### src/rtl/i2c_bit_engine_if.sv
// Command handshake, result and open-drain pad signals between the sequencer and the I2C bit engine.
// The master modport is the sequencer/pad side; the slave modport is the engine itself.
interface i2c_bit_engine_if;
    logic       cmd_valid;
    logic       cmd_ready;
    logic [1:0] cmd;
    logic [7:0] tx_data;
    logic       nack_tx;
    logic [7:0] rx_data;
    logic       ack_err;
    logic       done;
    logic       busy;
    logic       scl_oe;
    logic       sda_oe;
    logic       sda_in;

    modport master (
        output cmd_valid, cmd, tx_data, nack_tx, sda_in,
        input  cmd_ready, rx_data, ack_err, done, busy, scl_oe, sda_oe
    );

    modport slave (
        input  cmd_valid, cmd, tx_data, nack_tx, sda_in,
        output cmd_ready, rx_data, ack_err, done, busy, scl_oe, sda_oe
    );
endinterface

### src/rtl/i2c_bit_engine.sv
// Byte-level I2C master: START/STOP take 4 phases, WRITE/READ 36 phases, each phase PHASE_TICKS clk_div ticks.
// One command in flight: cmd_ready drops the cycle after accept and returns with the one-cycle done pulse.
module i2c_bit_engine #(
    parameter int PHASE_TICKS = 1,
    parameter int SYNC_STAGES = 2
) (
    input  logic            clk_in,
    input  logic            rst,
    input  logic            clk_div,
    i2c_bit_engine_if.slave bus
);
    typedef enum logic [2:0] {IDLE, START, STOP, DATA, ACK, ERR} state_t;

    localparam logic [1:0] CMD_START = 2'b00;
    localparam logic [1:0] CMD_STOP  = 2'b01;
    localparam logic [7:0] TICK_LAST = 8'(PHASE_TICKS - 1);

    logic [SYNC_STAGES-1:0] div_sync_q, sda_sync_q;
    logic                   div_prev_q;
    logic                   tick, sda_s, ready, accept;

    state_t     state_q, state_d;
    logic [1:0] phase_q, phase_d;
    logic [2:0] bit_q, bit_d;
    logic [7:0] tcnt_q, tcnt_d;
    logic [7:0] tx_q, tx_d;
    logic [7:0] rx_sh_q, rx_sh_d;
    logic [7:0] rx_data_q, rx_data_d;
    logic       rd_q, rd_d, nack_q, nack_d, owned_q, owned_d;
    logic       scl_q, scl_d, sda_q, sda_d, done_q, done_d, ack_err_q, ack_err_d;

    assign tick   = div_sync_q[SYNC_STAGES-1] & ~div_prev_q;
    assign sda_s  = sda_sync_q[SYNC_STAGES-1];
    assign ready  = (state_q == IDLE) || (state_q == ERR);
    assign accept = bus.cmd_valid && ready;

    always_ff @(posedge clk_in) begin
        if (rst) begin
            div_sync_q <= '0;
            sda_sync_q <= '1;
            div_prev_q <= 1'b0;
        end else begin
            div_sync_q <= {div_sync_q[SYNC_STAGES-2:0], clk_div};
            sda_sync_q <= {sda_sync_q[SYNC_STAGES-2:0], bus.sda_in};
            div_prev_q <= div_sync_q[SYNC_STAGES-1];
        end
    end

    always_comb begin
        state_d   = state_q;
        phase_d   = phase_q;
        bit_d     = bit_q;
        tcnt_d    = tcnt_q;
        tx_d      = tx_q;
        rx_sh_d   = rx_sh_q;
        rx_data_d = rx_data_q;
        rd_d      = rd_q;
        nack_d    = nack_q;
        owned_d   = owned_q;
        scl_d     = scl_q;
        sda_d     = sda_q;
        ack_err_d = ack_err_q;
        done_d    = 1'b0;
        if (accept) begin
            phase_d   = 2'd0;
            tcnt_d    = 8'd0;
            bit_d     = 3'd7;
            tx_d      = bus.tx_data;
            rd_d      = bus.cmd[0];
            nack_d    = bus.nack_tx;
            ack_err_d = 1'b0;
            if (bus.cmd == CMD_START) begin
                state_d = START;
                sda_d   = 1'b0;
            end else if (!owned_q) begin
                // Illegal without bus ownership: complete at once, touch nothing on the bus.
                state_d   = ERR;
                done_d    = 1'b1;
                ack_err_d = 1'b1;
            end else if (bus.cmd == CMD_STOP) begin
                state_d = STOP;
                sda_d   = 1'b1;
            end else begin
                state_d = DATA;
                sda_d   = bus.cmd[0] ? 1'b0 : ~bus.tx_data[7];
            end
        end else if (state_q == ERR) begin
            state_d = IDLE;
        end else if (tick && state_q != IDLE) begin
            if (tcnt_q != TICK_LAST) begin
                tcnt_d = tcnt_q + 8'd1;
            end else begin
                tcnt_d  = 8'd0;
                phase_d = phase_q + 2'd1;
                unique case (phase_q)
                    2'd0: scl_d = 1'b0;
                    2'd1: begin
                        if (state_q == START) sda_d = 1'b1;
                        if (state_q == STOP)  sda_d = 1'b0;
                    end
                    2'd2: begin
                        if (state_q != STOP) scl_d = 1'b1;
                        if (state_q == DATA && rd_q)  rx_sh_d   = {rx_sh_q[6:0], sda_s};
                        if (state_q == ACK  && !rd_q) ack_err_d = sda_s;
                    end
                    default: begin
                        if (state_q == DATA && bit_q != 3'd0) begin
                            bit_d = bit_q - 3'd1;
                            tx_d  = {tx_q[6:0], 1'b0};
                            sda_d = rd_q ? 1'b0 : ~tx_q[6];
                        end else if (state_q == DATA) begin
                            state_d = ACK;
                            sda_d   = rd_q ? ~nack_q : 1'b0;
                        end else begin
                            state_d = IDLE;
                            done_d  = 1'b1;
                            if (state_q == START) owned_d = 1'b1;
                            if (state_q == STOP)  owned_d = 1'b0;
                            if (state_q == ACK && rd_q) rx_data_d = rx_sh_q;
                        end
                    end
                endcase
            end
        end
    end

    always_ff @(posedge clk_in) begin
        if (rst) begin
            state_q   <= IDLE;
            phase_q   <= 2'd0;
            bit_q     <= 3'd7;
            tcnt_q    <= 8'd0;
            tx_q      <= 8'h00;
            rx_sh_q   <= 8'h00;
            rx_data_q <= 8'h00;
            rd_q      <= 1'b0;
            nack_q    <= 1'b0;
            owned_q   <= 1'b0;
            scl_q     <= 1'b0;
            sda_q     <= 1'b0;
            done_q    <= 1'b0;
            ack_err_q <= 1'b0;
        end else begin
            state_q   <= state_d;
            phase_q   <= phase_d;
            bit_q     <= bit_d;
            tcnt_q    <= tcnt_d;
            tx_q      <= tx_d;
            rx_sh_q   <= rx_sh_d;
            rx_data_q <= rx_data_d;
            rd_q      <= rd_d;
            nack_q    <= nack_d;
            owned_q   <= owned_d;
            scl_q     <= scl_d;
            sda_q     <= sda_d;
            done_q    <= done_d;
            ack_err_q <= ack_err_d;
        end
    end

    assign bus.cmd_ready = ready;
    assign bus.busy      = ~ready;
    assign bus.done      = done_q;
    assign bus.ack_err   = ack_err_q;
    assign bus.rx_data   = rx_data_q;
    assign bus.scl_oe    = scl_q;
    assign bus.sda_oe    = sda_q;
endmodule
### src/flat_wrapper.sv
// flat-port wrapper written by rule: the top's interface ports become plain ports
module i2c_bit_engine_flat 
#(
    parameter int PHASE_TICKS = 1,
    parameter int SYNC_STAGES = 2
)
  (clk_in, rst, clk_div, bus_cmd_valid, bus_cmd, bus_tx_data, bus_nack_tx, bus_sda_in, bus_cmd_ready, bus_rx_data, bus_ack_err, bus_done, bus_busy, bus_scl_oe, bus_sda_oe);
  i2c_bit_engine_if bus_i ();
  input  logic clk_in;
  input  logic rst;
  input  logic clk_div;
  input wire logic [$bits(bus_i.cmd_valid)-1:0] bus_cmd_valid;
  input wire logic [$bits(bus_i.cmd)-1:0] bus_cmd;
  input wire logic [$bits(bus_i.tx_data)-1:0] bus_tx_data;
  input wire logic [$bits(bus_i.nack_tx)-1:0] bus_nack_tx;
  input wire logic [$bits(bus_i.sda_in)-1:0] bus_sda_in;
  output wire logic [$bits(bus_i.cmd_ready)-1:0] bus_cmd_ready;
  output wire logic [$bits(bus_i.rx_data)-1:0] bus_rx_data;
  output wire logic [$bits(bus_i.ack_err)-1:0] bus_ack_err;
  output wire logic [$bits(bus_i.done)-1:0] bus_done;
  output wire logic [$bits(bus_i.busy)-1:0] bus_busy;
  output wire logic [$bits(bus_i.scl_oe)-1:0] bus_scl_oe;
  output wire logic [$bits(bus_i.sda_oe)-1:0] bus_sda_oe;
  assign bus_i.cmd_valid = bus_cmd_valid;
  assign bus_i.cmd = bus_cmd;
  assign bus_i.tx_data = bus_tx_data;
  assign bus_i.nack_tx = bus_nack_tx;
  assign bus_i.sda_in = bus_sda_in;
  assign bus_cmd_ready = bus_i.cmd_ready;
  assign bus_rx_data = bus_i.rx_data;
  assign bus_ack_err = bus_i.ack_err;
  assign bus_done = bus_i.done;
  assign bus_busy = bus_i.busy;
  assign bus_scl_oe = bus_i.scl_oe;
  assign bus_sda_oe = bus_i.sda_oe;
  i2c_bit_engine #(.PHASE_TICKS(PHASE_TICKS), .SYNC_STAGES(SYNC_STAGES)) u_core (.clk_in(clk_in), .rst(rst), .clk_div(clk_div), .bus(bus_i));
endmodule
### config.mk
export PLATFORM = sky130hd
export DESIGN_NAME = i2c_bit_engine_flat
export DESIGN_NICKNAME = d
export VERILOG_FILES = /design/src/rtl/i2c_bit_engine_if.sv /design/src/rtl/i2c_bit_engine.sv /design/src/flat_wrapper.sv
export SDC_FILE = /design/constraint.sdc
export NUM_CORES = 1
export LEC_CHECK = 0
export ABC_AREA = 1
export BUFFER_PORTS_ARGS = -buffer_cell sky130_fd_sc_hd__buf_4
export CAP_MARGIN = 20
export CORE_MARGIN = 2
export CORE_UTILIZATION = 57
export DETAILED_ROUTE_END_ITERATION = 6
export PLACE_DENSITY = 0.81
export SYNTH_ARGS = -nofsm -noshare
export SYNTH_HDL_FRONTEND = slang
export SYNTH_SLANG_ARGS = --single-unit
### constraint.sdc
create_clock -name clk_in -period 2 [get_ports clk_in]
set_input_delay 0.1 -clock clk_in [delete_from_list [all_inputs] [get_ports clk_in]]
set_output_delay 0.1 -clock clk_in [all_outputs]
set_load 0.1 [all_outputs]
; ---- Yosys cells after proc, flatten, opt, wreduce, memory -nomap -nowiden
; Index checks and enable logic that the tools add are counted.
[totals]
register_bits = 51
input_bits = 16
out_inout_bits = 14
wordCells = 136
[classes]
n_addsub = 3
eq_ne = 19
muxes = 49
n_bitwise = 12
n_reduce_logical = 36
[op_table]
columns = op, count
row1 = 7-bit two-way mux, 6
row2 = 1-bit two-way mux, 31
row3 = 3-bit two-way mux, 9
row4 = 8-bit AND reduction, 2
row5 = 5-bit AND reduction, 3
row6 = 6-bit AND reduction, 2
row7 = 2-bit nonzero test, 6
row8 = 1-bit inverter, 11
row9 = "2-bit by 1-bit != test with 1-bit output, second input constant", 5
row10 = "3-bit by 1-bit != test with 1-bit output, second input constant", 3
row11 = 3-bit nonzero test, 3
row12 = "8-bit by 1-bit adder with 8-bit output, second input constant", 1
row13 = 8-bit two-way mux, 1
row14 = 8-bit nonzero test, 1
row15 = 7-bit AND reduction, 1
row16 = "3-bit by 2-bit == test with 1-bit output, second input constant", 2
row17 = "3-bit == test, second input constant", 2
row18 = 1-bit logical AND, 6
row19 = "2-bit by 1-bit == test with 1-bit output, second input constant", 2
row20 = 2-bit logical NOT, 2
row21 = "4-bit by 1-bit != test with 1-bit output, second input constant", 1
row22 = 1-bit one-hot mux with 2 select lines, 2
row23 = 4-bit AND reduction, 1
row24 = 4-bit nonzero test, 1
row25 = other kinds (14), 15

; ---- Longest topological paths before layout
; Gate-level depths: netlist of the first run.
[logic_depth]
depth_word = 9
depth_mapped = 12

; ---- Worst setup path after synthesis of the first run
; Ideal clock, no wire load.
[synth_timing]
path_kind = register -> register
startpoint = register u_core.state_q[2]
endpoint = register u_core.rx_sh_q[0]
setup_time_ps = 116
t_arrival_ps = 1736
t_required_ps = 1884
setup_slack_ps = 148
path_stages_with_launch = 10
n_path_buf = 0
period_less_slack_ps = 1852
path_cell_list = dfxtp_1 nand3_2 nand2_2 nand2_2 nand2_1 nor2_1 nand2_2 inv_2 nor2_1 nor2_1
[synth_between]
elab_chain_len = 5
word_cells_on_any_way = 11
[synth_lines]
columns = item, line_no
row1 = "start, declared", i2c_bit_engine.sv:22  ; state_t state_q, state_d;
row2 = "start signal, assigned", i2c_bit_engine.sv:144  ; state_q <= state_d;
row3 = 3-bit == test or 3-bit logical NOT (tied branches), i2c_bit_engine.sv:34  ; assign ready = (state_q == IDLE) || (state_q == ERR);
row4 = 1-bit logical OR *, i2c_bit_engine.sv:34
row5 = net bus_cmd_ready, flat_wrapper.sv:17  ; output wire logic [$bits(bus_i.cmd_ready)-1:0] bus_cmd_ready;
row6 = 1-bit logical AND *, i2c_bit_engine.sv:35  ; assign accept = bus.cmd_valid && ready;
row7 = 1-bit inverter (no source line) *, n/a
row8 = 6-bit AND reduction (no source line) *, n/a
row9 = "end signal, assigned", i2c_bit_engine.sv:149  ; rx_sh_q <= rx_sh_d;
row10 = "end, declared", i2c_bit_engine.sv:27  ; logic [7:0] rx_sh_q, rx_sh_d;
; The timed path passes the listed nets; every way through them passes the cells marked *.
; A chain may end at the register's enable or synchronous reset.

; ---- Worst setup path after layout of the first run
[layout_timing]
startpoint = register u_core.tcnt_q[0]
endpoint = register u_core.rx_data_q[0] (netlist: u_core.bus.rx_data[0])
[layout_between]
elab_chain_len = 3
[layout_lines]
columns = item, line_no
row1 = "start, declared", i2c_bit_engine.sv:25  ; logic [7:0] tcnt_q, tcnt_d;
row2 = "start signal, assigned", i2c_bit_engine.sv:147  ; tcnt_q <= tcnt_d;
row3 = 8-bit nonzero test, i2c_bit_engine.sv:90  ; if (tcnt_q != TICK_LAST) begin
row4 = 1-bit inverter (no source line), n/a
row5 = 8-bit AND reduction (no source line), n/a
row6 = "end signal, assigned", i2c_bit_engine.sv:150  ; rx_data_q <= rx_data_d;
row7 = "end, declared", i2c_bit_engine.sv:28  ; logic [7:0] rx_data_q, rx_data_d;
; No other way between the ends.

==> reports/metrics.cfg, run 1 <==
[min_path]
holdCritPathClass=primary input to register

[floorplan]
die_area_mm2=0.004978
die_y_um=70.56
rows=24
die_w_um=70.56
coreArea_mm2=0.004324
initial_core_util=0.5839
ioPinCount=30

[timing]
finalMaxSlewViolations=0
clock_skew_ps=6.485
fmax_mhz=573.1
fin_crit_sh=0.8725
setup-tns-final_ps=0
slew_headroom=0.7412
hold_violations=0
whs_ps=49.18
rsz0062_at_grt=false
fin_crit_ps=1745
worstMarginPinSlew_ps=386.8
setup-violations-final=0

[finish]
finish.net_count=431
multiInputGateArea_mm2=0.001240
final_common_cell=nand2_1
seq_area_mm2=0.001021
fillCellCount=389
syn2layout_area_growth_pct=15.91
fin_area_mm2=0.002927
antenna_cells=0
drive_gt1_frac=0.1544
stdcell_count=460
final_cell_mix=83 x nand2_1, 60 x nor2_1, 58 x inv_1

[cts]
clockRootBuffer=clkbuf_8
cts_setup_buffers=0
cts_max_level=2
cts.path.max_buffers=2
clk_latency_ps=300
cts_tree=built
cts_buffers=5
clk_pin_slew_ps=90
numClockSinks=51

[place]
dp_hpwl_um=3937
io_buffers=29
gp_congestion=0.9120
place_area_mm2=0.002813
dp.cells=450

[drt]
postRouteAntennaNets=0
firstDrtPassIters=4
drc_errors=0
vias=2337
vias_per_cell=5.080
drt_iter0_markers=155
drt-wirelength-per-cell_um=11.24
routed_wl_um=5169

[yosys]
syn-num-nets=396
ys_seq_area_frac=0.4044
ys_ff_latch=51
netlist_area_mm2=0.002525
syn_area_per_cell_um2=6.787
synth_cells=372
ys_warn_count=0
synth.distinct_cells=28

[grt]
use_met2=0.3774
grt-busiest-layer=met2
grtUsageTotal=0.2229
grt_pass1_vias=2191
grt_first_pass_wirelength_um=9087
antenna_found_initial=0
overflow=0
globalRouteMet3Util=0.04843
grt_start_max_net_pins=25
use_met1=0.2812

[flow_run]
drv_cap=0

[critical_path]
cp.required_ps=2240
crit_fanout=13
end_kind=register
cp.arrival_ps=1990
criticalPathCategory=register to register
worst_setup_path_start_kind=register

[pwr]
ir_drop_mv=0.5186
power-per-cell-area_mw_per_mm2=706.5
p_leak_uw=0.001331

[status]
run_status=complete, no violations

-- timing repair --
item / in CTS / in global routing
hold buffers: 2 / 0
setup endpoints to repair: 0 / 8
endpoints found under the hold margin: 2 / 0
resized for setup: 0 / 1
-- synth_stat cells, drive strengths merged --
library cell	count	area [µm²]
nand2	88	342.8
nor2	63	249.0
inv	61	229.0
dfxtp	51	1021
nand3	22	132.6
o21ai	22	110.1
a21oi	19	95.09
nand4	10	62.56
ha	8	100.1
buf	7	32.53
nor3	6	41.29
o211ai	3	22.52
or2	3	18.77
clkbuf	2	7.510
nor3b	2	15.01
a211oi	1	7.510
a21boi	1	11.26
mux2i	1	10.01
o21bai	1	7.510
xor2	1	8.760
-- path summary, 6_finish.rpt --
path,endpoint,from,cells past startpoint,slack (ps)
min,u_core.tx_q[0]$_SDFFE_PP0P_,bus_tx_data[0],3,50
min reg2reg,u_core.div_sync_q[1]$_SDFF_PP0_,u_core.div_sync_q[0]$_SDFF_PP0_,2,400
max,u_core.bus.rx_data[0]$_SDFFE_PP0P_,u_core.tcnt_q[0]$_SDFFE_PP0P_,10,260
max reg2reg,u_core.bus.rx_data[0]$_SDFFE_PP0P_,u_core.tcnt_q[0]$_SDFFE_PP0P_,10,260
-- layer usage --
metal  vias up  share of wire
li1       1227              -
met1      1054           0.47
met2        49           0.47
met3         7          0.046
met4         0          0.011
met5         -              0
-- cell type report --
class                           count  share of cell area
Multi-Input combinational cell    251              0.4237
Clock buffer                        5             0.02351
Inverter                           61             0.07824
Tap cell                           52             0.02223
Timing Repair Buffer               37             0.09662
Clock inverter                      3            0.006841
Sequential cell                    51              0.3489
-- kinds of logic (layout without fill, tap and decap cells) --
family / after synthesis / in the layout / share of synthesized area
AOI/OAI and AO/OA: 47 / 47 / 0.1006
adders and majority gates: 8 / 8 / 0.03964
buffers and inverters: 70 / 106 / 0.1065
and+or+nand+nor: 194 / 194 / 0.3414
xor gates and xnor gates: 1 / 1 / 0.003469
muxes: 1 / 1 / 0.003964
DFF: 51 / 51 / 0.4044
-- worst max-delay path: stages (launching register included) --
cell	delay, ps
dfxtp_1	350
inv_1	70
ha_1	140
nor3b_2	190
nand2_1	150
nor2_4	140
buf_4	200
nand3_2	190
nand2_1	120
inv_1	40
nor2_1	90
-- sequential cells by signal, indices dropped and copies added (netlist names), 2 cells and up --
register	cells
u_core.bus.rx_data	8
u_core.rx_sh_q	8
u_core.tcnt_q	8
u_core.tx_q	7
u_core.bit_q	3
u_core.state_q	3
u_core.div_sync_q	2
u_core.phase_q	2
u_core.sda_sync_q	2
-- per-stage QoR --
step	total power (µW)	setup WS (ps)	utilization
final	2067	255.1	0.6768
after floorplan	1404	147.7	-
after CTS	2085	139.3	0.6756
after global placement	1500	327.4	0.6505
after global routing	2177	46.53	0.6768
after detailed placement	1508	200.0	0.6505
-- where the power goes --
group | total (µW) | switching, µW | internal (µW) | leakage, µW
Combinational | 412 | 291 | 121 | 0.000877
Clock | 581 | 337 | 244 | 0.0000402
Sequential | 1080 | 25.9 | 1050 | 0.000414
Total | 2070 | 653 | 1410 | 0.00133
No activity file was read; power rests on OpenSTA's default activity.
==> run 2, diff against run 1 <==
Settings changed: CAP_MARGIN 20 to not set, CORE_UTILIZATION 57 to 62, PLACE_DENSITY 0.81 to 0.87.
Clock period 2 ns to 2.05 ns, I/O delays scaled along.
==> reports/metrics.cfg, run 2 (synthesized netlist as in run 1, its figures left out) <==
[finish]
final_cell_mix=83 x nand2_1, 60 x nor2_1, 58 x inv_1  ; unchanged
finish.net_count=431  ; unchanged
final_common_cell=nand2_1  ; unchanged
stdcell_count=458  ; was 460
antenna_cells=0  ; unchanged
fillCellCount=330  ; was 389
syn2layout_area_growth_pct=16.95  ; was 15.91%
drive_gt1_frac=0.1544  ; unchanged

[critical_path]
setup.worst_path.start=u_core.state_q[0]$_SDFFE_PP0P_  ; was u_core.tcnt_q[0]$_SDFFE_PP0P_
path_depth=8  ; was 10
crit_slowest_cell=dfxtp_1  ; unchanged
r2r_cells=8  ; was 10
worst_setup_path_start_kind=register  ; unchanged
crit_chain=nor2_1 > nand2_2 > nand2_2 > nand2_2 > nand2_1 > nor2_2 > inv_2 > nor3b_1  ; was inv_1 > ha_1 > nor3b_2 > nand2_1 > nor2_4 > buf_4 > nand3_2 > nand2_1 > inv_1 > nor2_1
end_kind=register  ; unchanged
cpMostUsedCell=nand2_2
slowest_delay_ps=460  ; was 350 ps
r2r-start=u_core.state_q[0]$_SDFFE_PP0P_  ; was u_core.tcnt_q[0]$_SDFFE_PP0P_
path_delay_family=simple AND/OR/NAND/NOR gates  ; unchanged
cp.required_ps=2270  ; was 2240 ps
cp.arrival_ps=2020  ; was 1990 ps
crit_fanout=12  ; was 13
path_buf_inv=1  ; was 3
criticalPathCategory=register to register  ; unchanged
worstReg2RegEnd=u_core.tcnt_q[5]$_SDFFE_PP0P_  ; was u_core.bus.rx_data[0]$_SDFFE_PP0P_
worstSetupEndpoint=u_core.tcnt_q[5]$_SDFFE_PP0P_  ; was u_core.bus.rx_data[0]$_SDFFE_PP0P_
ff2ff_setup_slack_ps=250  ; was 260 ps

[drt]
drt-wirelength-per-cell_um=11.65  ; was 11.24 µm
routed_wl_um=5334  ; was 5169 µm
drt_iter0_markers=121  ; was 155
vias_per_cell=5.144  ; was 5.080
vias=2356  ; was 2,337
firstDrtPassIters=4  ; unchanged
postRouteAntennaNets=0  ; unchanged
drc_errors=0  ; unchanged

[grt]
grtUsageTotal=0.2549  ; was 0.2229
grt_first_pass_wirelength_um=8935  ; was 9087 µm
grt_pass1_vias=2126  ; was 2,191
overflow=0  ; unchanged
grt_start_max_net_pins=23  ; was 25
antenna_found_initial=0  ; unchanged

[place]
dp_hpwl_um=3921  ; was 3937 µm
io_buffers=29  ; unchanged
gp_congestion=0.9515  ; was 0.9120
dp.cells=448  ; was 450
pre_cts_slack_ps=144.6  ; was 200.0 ps

[timing]
fin_crit_ps=1796  ; was 1745 ps
clock_skew_ps=5.100  ; was 6.485 ps
setup-tns-final_ps=0  ; unchanged
fin_crit_sh=0.8761  ; was 0.8725
whs_ps=50.32  ; was 49.18 ps
finalMaxSlewViolations=0  ; unchanged
slew_headroom=0.6092  ; was 0.7412
rsz0062_at_grt=false  ; unchanged
layout_setup_ws_ps=253.9  ; was 255.1 ps
worstMarginPinSlew_ps=584.0  ; was 386.8 ps
fmax_mhz=556.8  ; was 573.1 MHz
hold_violations=0  ; unchanged
setup-violations-final=0  ; unchanged

[floorplan]
die_w_um=67.82  ; was 70.56 µm
rows=23  ; was 24
coreArea_mm2=0.003971  ; was 0.004324 mm²
ioPinCount=30  ; unchanged
die_y_um=67.82  ; was 70.56 µm
initial_core_util=0.6358  ; was 0.5839
die_area_mm2=0.004599  ; was 0.004978 mm²

[status]
run_status=complete, no violations  ; unchanged

[pwr]
ir_drop_mv=0.5581  ; was 0.5186 mV
p_leak_uw=0.001352  ; was 0.001331 µW
power-per-cell-area_mw_per_mm2=738.1  ; was 706.5 mW/mm²
finalPower_uw=2179  ; was 2067 µW

[cts]
cts_buffers=5  ; unchanged
clk_pin_slew_ps=90  ; about the same
cts_max_level=2  ; unchanged
clockRootBuffer=clkbuf_8  ; unchanged
clk_latency_ps=310  ; was 300 ps
cts.path.max_buffers=2  ; unchanged
numClockSinks=51  ; unchanged
cts_tree=built  ; unchanged

[flow_run]
drv_cap=0  ; unchanged

[min_path]
holdCritPathClass=primary input to register  ; unchanged

[run 2: changes by cell type in the layout (fill, tap and decap cells not counted), sizes merged]
cell and change:
clkbuf +1, clkinvlp -2, bufinv +1
[run 2: through the flow]
step | util | cell area (µm²)
3_5_place_dp | 0.7076 | 2810
5_1_grt | 0.7435 | 2953
3_3_place_gp | 0.7076 | 2810
2_1_floorplan | - | 2525
6_report | 0.7435 | 2953
4_1_cts | 0.7423 | 2948
[run 2: repair_timing]
action / in CTS / in global routing
gates resized for setup: 0 / 1
buffers inserted: 0 / 0
hold endpoints to repair: 2 / 0
hold buffers: 2 / 0
setup endpoints to repair: 0 / 7
[run 2: power by group]
part	leakage, µW	switching (µW)	total, µW	internal [µW]
registers	0.000414	25.2	1050	1020
logic	0.000877	287	404	117
clock network	0.0000612	331	726	395
[run 2: worst min path at each step]
stage	start	to	slack (ps)	cells past startpoint
detailed placement	bus_sda_in	u_core.sda_sync_q[0]$_SDFF_PP1_	290	2
floorplan	bus_sda_in	u_core.sda_sync_q[0]$_SDFF_PP1_	210	1
CTS	bus_tx_data[0]	u_core.tx_q[0]$_SDFFE_PP0P_	50	3
global placement	bus_sda_in	u_core.sda_sync_q[0]$_SDFF_PP1_	290	2
finish	bus_tx_data[0]	u_core.tx_q[0]$_SDFFE_PP0P_	50	3
global route	bus_tx_data[0]	u_core.tx_q[0]$_SDFFE_PP0P_	70	3
[run 2: layer usage]
layer,up-vias,wire (µm),share of wire,global-route usage
met1,1054,2457,0.46,0.3056
met5,-,0,0,0
met3,9,245,0.046,0.06250
met4,0,88,0.016,0.1000
li1,1234,-,-,-
met2,59,2541,0.48,0.4387
[run 2: worst reg2reg max path, stage by stage (launching register included)]
cell,delay [ps]
dfxtp_1,460
nor2_1,120
nand2_2,150
nand2_2,90
nand2_2,210
nand2_1,150
nor2_2,240
inv_2,80
nor3b_1,230
[run 2: layout make-up]
class,instances,area (µm²),share of cell area
clock buffer,6,82.58,0.02797
clock inverter,2,35.03,0.01186
inverter,61,229.0,0.07754
multi-input combinational,251,1240,0.4199
sequential,51,1021,0.3458
tap,50,62.56,0.02119
timing repair buffer,37,282.8,0.09576
==> run 3, diff against run 2 <==
Settings changed: HOLD_SLACK_MARGIN set to 0.1.
==> reports/metrics.cfg, run 3 (synthesized netlist as in run 1, its figures left out) <==
[timing]
slew_headroom=0.6145  ; was 0.6092
hold_violations=0  ; unchanged
fin_crit_ps=1804  ; was 1796 ps
clock_skew_ps=3.096  ; was 5.100 ps
rsz0062_at_grt=false  ; unchanged
finalMaxSlewViolations=0  ; unchanged
fmax_mhz=554.2  ; was 556.8 MHz
worstMarginPinSlew_ps=576.1  ; was 584.0 ps
setup-violations-final=0  ; unchanged
fin_crit_sh=0.8801  ; was 0.8761
setup-tns-final_ps=0  ; unchanged

[floorplan]
die_y_um=67.82  ; unchanged
coreArea_mm2=0.003971  ; unchanged
initial_core_util=0.6358  ; unchanged
die_area_mm2=0.004599  ; unchanged
die_w_um=67.82  ; unchanged
rows=23  ; unchanged
ioPinCount=30  ; unchanged

[critical_path]
crit_fanout=12  ; unchanged
criticalPathCategory=register to register  ; unchanged
cp.required_ps=2280  ; was 2270 ps
r2r-start=u_core.state_q[0]$_SDFFE_PP0P_  ; unchanged
slowest_delay_ps=460  ; about the same
ff2ff_setup_slack_ps=250  ; about the same
crit_chain=nor2_1 > nand2_2 > nand2_2 > nand2_2 > nand2_1 > nor2_2 > inv_2 > nor3b_1  ; unchanged
cpMostUsedCell=nand2_2  ; unchanged
worst_setup_path_start_kind=register  ; unchanged
worstReg2RegEnd=u_core.tcnt_q[5]$_SDFFE_PP0P_  ; unchanged
crit_slowest_cell=dfxtp_1  ; unchanged
end_kind=register  ; unchanged
cp.arrival_ps=2030  ; was 2020 ps
r2r_cells=8  ; unchanged

[pwr]
p_leak_uw=0.001364  ; was 0.001352 µW
seq_power_share=0.480  ; was 0.481
finalPower_uw=2185  ; was 2179 µW
p_clk_frac=0.333  ; about the same
switching_share=0.2954  ; was 0.2953
p_int_uw=1539  ; was 1536 µW
pwr-share-comb=0.187  ; was 0.185
p_sw_uw=645.5  ; was 643.6 µW
power-per-cell-area_mw_per_mm2=732.5  ; was 738.1 mW/mm²
ir_drop_mv=0.5587  ; was 0.5581 mV

[min_path]
hold_path_end=u_core.nack_q$_SDFFE_PP0N_  ; was u_core.tx_q[0]$_SDFFE_PP0P_
hp-start=bus_nack_tx  ; was bus_tx_data[0]
holdCritPathClass=primary input to register  ; unchanged
hold-path-cell-count=3  ; unchanged

[drt]
routed_wl_um=5339  ; was 5334 µm
firstDrtPassIters=4  ; unchanged
vias_per_cell=5.134  ; was 5.144
drc_errors=0  ; unchanged
drt-wirelength-per-cell_um=11.58  ; was 11.65 µm
postRouteAntennaNets=0  ; unchanged
vias=2367  ; was 2,356
drt_iter0_markers=129  ; was 121

[finish]
multiInputGateArea_mm2=0.001240  ; unchanged
seq_area_mm2=0.001021  ; unchanged
fillCellCount=319  ; was 330
final_common_cell=nand2_1  ; unchanged
antenna_cells=0  ; unchanged
syn2layout_area_growth_pct=18.14  ; was 16.95%
drive_gt1_frac=0.1533  ; was 0.1544
final_cell_mix=83 x nand2_1, 60 x nor2_1, 58 x inv_1  ; unchanged
stdcell_count=461  ; was 458
finish.net_count=434  ; was 431

[flow_run]
drv_cap=0  ; unchanged

[status]
run_status=complete, no violations  ; unchanged

[cts]
numClockSinks=51  ; unchanged
cts_tree=built  ; unchanged
cts_buffers=5  ; unchanged
clockRootBuffer=clkbuf_8  ; unchanged
cts_max_level=2  ; unchanged
cts.path.max_buffers=2  ; unchanged
clk_latency_ps=310  ; about the same
cts_setup_buffers=0  ; unchanged
clk_pin_slew_ps=90  ; about the same

[grt]
grtUsageTotal=0.2549  ; unchanged
grt_pass1_vias=2128  ; was 2,126
overflow=0  ; unchanged
grt_first_pass_wirelength_um=8956  ; was 8935 µm
antenna_found_initial=0  ; unchanged
grt_start_max_net_pins=23  ; unchanged

[place]
io_buffers=29  ; unchanged
dp_hpwl_um=3921  ; unchanged
dp.cells=448  ; unchanged
gp_congestion=0.9515  ; unchanged

## run 3: changes by cell type in the layout (fill, tap and decap cells not counted), sizes merged
cell,change
dlygate4sd3,+3
## run 3: power groups by stage
stage / combinational, µW / clock (µW) / sequential, µW
2_1_floorplan: 251 / 0 / 1120
3_3_place_gp: 392 / 0 / 1070
3_5_place_dp: 398 / 0 / 1070
4_1_cts: 408 / 737 / 1050
5_1_grt: 449 / 770 / 1050
6_report: 408 / 727 / 1050
## run 3: cell type report
class	count	share of cell area
multi-input combinational	251	0.4157
sequential	51	0.3423
timing repair buffer	40	0.1049
inverter	61	0.07676
clock buffer	6	0.02768
tap	50	0.02097
clock inverter	2	0.01174
## run 3: per-layer routing
layer  vias up  global-route usage  wire length (µm)
met5         -                   0                 0
met4         0              0.1000                82
met3         7             0.06414               280
met2        69              0.4375              2523
met1      1048              0.3056              2453
li1       1243                   -                 -
## run 3: worst max path at each step
stage                                          to                      startpoint  depth (start not counted)  slack, ps
3_3_place_gp   u_core.bus.rx_data[2]$_SDFFE_PP0P_   u_core.tcnt_q[0]$_SDFFE_PP0P_                         10        260
3_5_place_dp   u_core.bus.rx_data[3]$_SDFFE_PP0P_   u_core.tcnt_q[0]$_SDFFE_PP0P_                         10        140
2_1_floorplan      u_core.rx_sh_q[0]$_SDFFE_PP0P_  u_core.state_q[2]$_SDFFE_PP0P_                          9        200
4_1_cts        u_core.bus.rx_data[3]$_SDFFE_PP0P_   u_core.tcnt_q[0]$_SDFFE_PP0P_                         10        130
6_report            u_core.tcnt_q[5]$_SDFFE_PP0P_  u_core.state_q[0]$_SDFFE_PP0P_                          8        250
5_1_grt            u_core.rx_sh_q[6]$_SDFFE_PP0P_  u_core.state_q[0]$_SDFFE_PP0P_                         10         70
## run 3: timing repair
action                                 CTS  global route
setup endpoints to repair                0             7
gates resized for setup                  0             1
endpoints found under the hold margin    8             0
hold buffers                             5             0
## run 3: critical path, delay by kind of cell (launching register included)
family	cells	cell delay, ps
AND/OR/NAND/NOR	7	1190
flip-flops	1	460
buffers and inverters	1	80
## run 3: per-stage QoR
stage,hold WS (ps),setup slack (ps),area (µm²),util
2_1_floorplan,206.3,197.7,2525,-
3_3_place_gp,289.4,255.1,2810,0.7076
3_5_place_dp,290.6,144.6,2810,0.7076
4_1_cts,101.8,130.0,2978,0.7498
5_1_grt,127.2,71.42,2983,0.7511
6_report,97.34,245.7,2983,0.7511
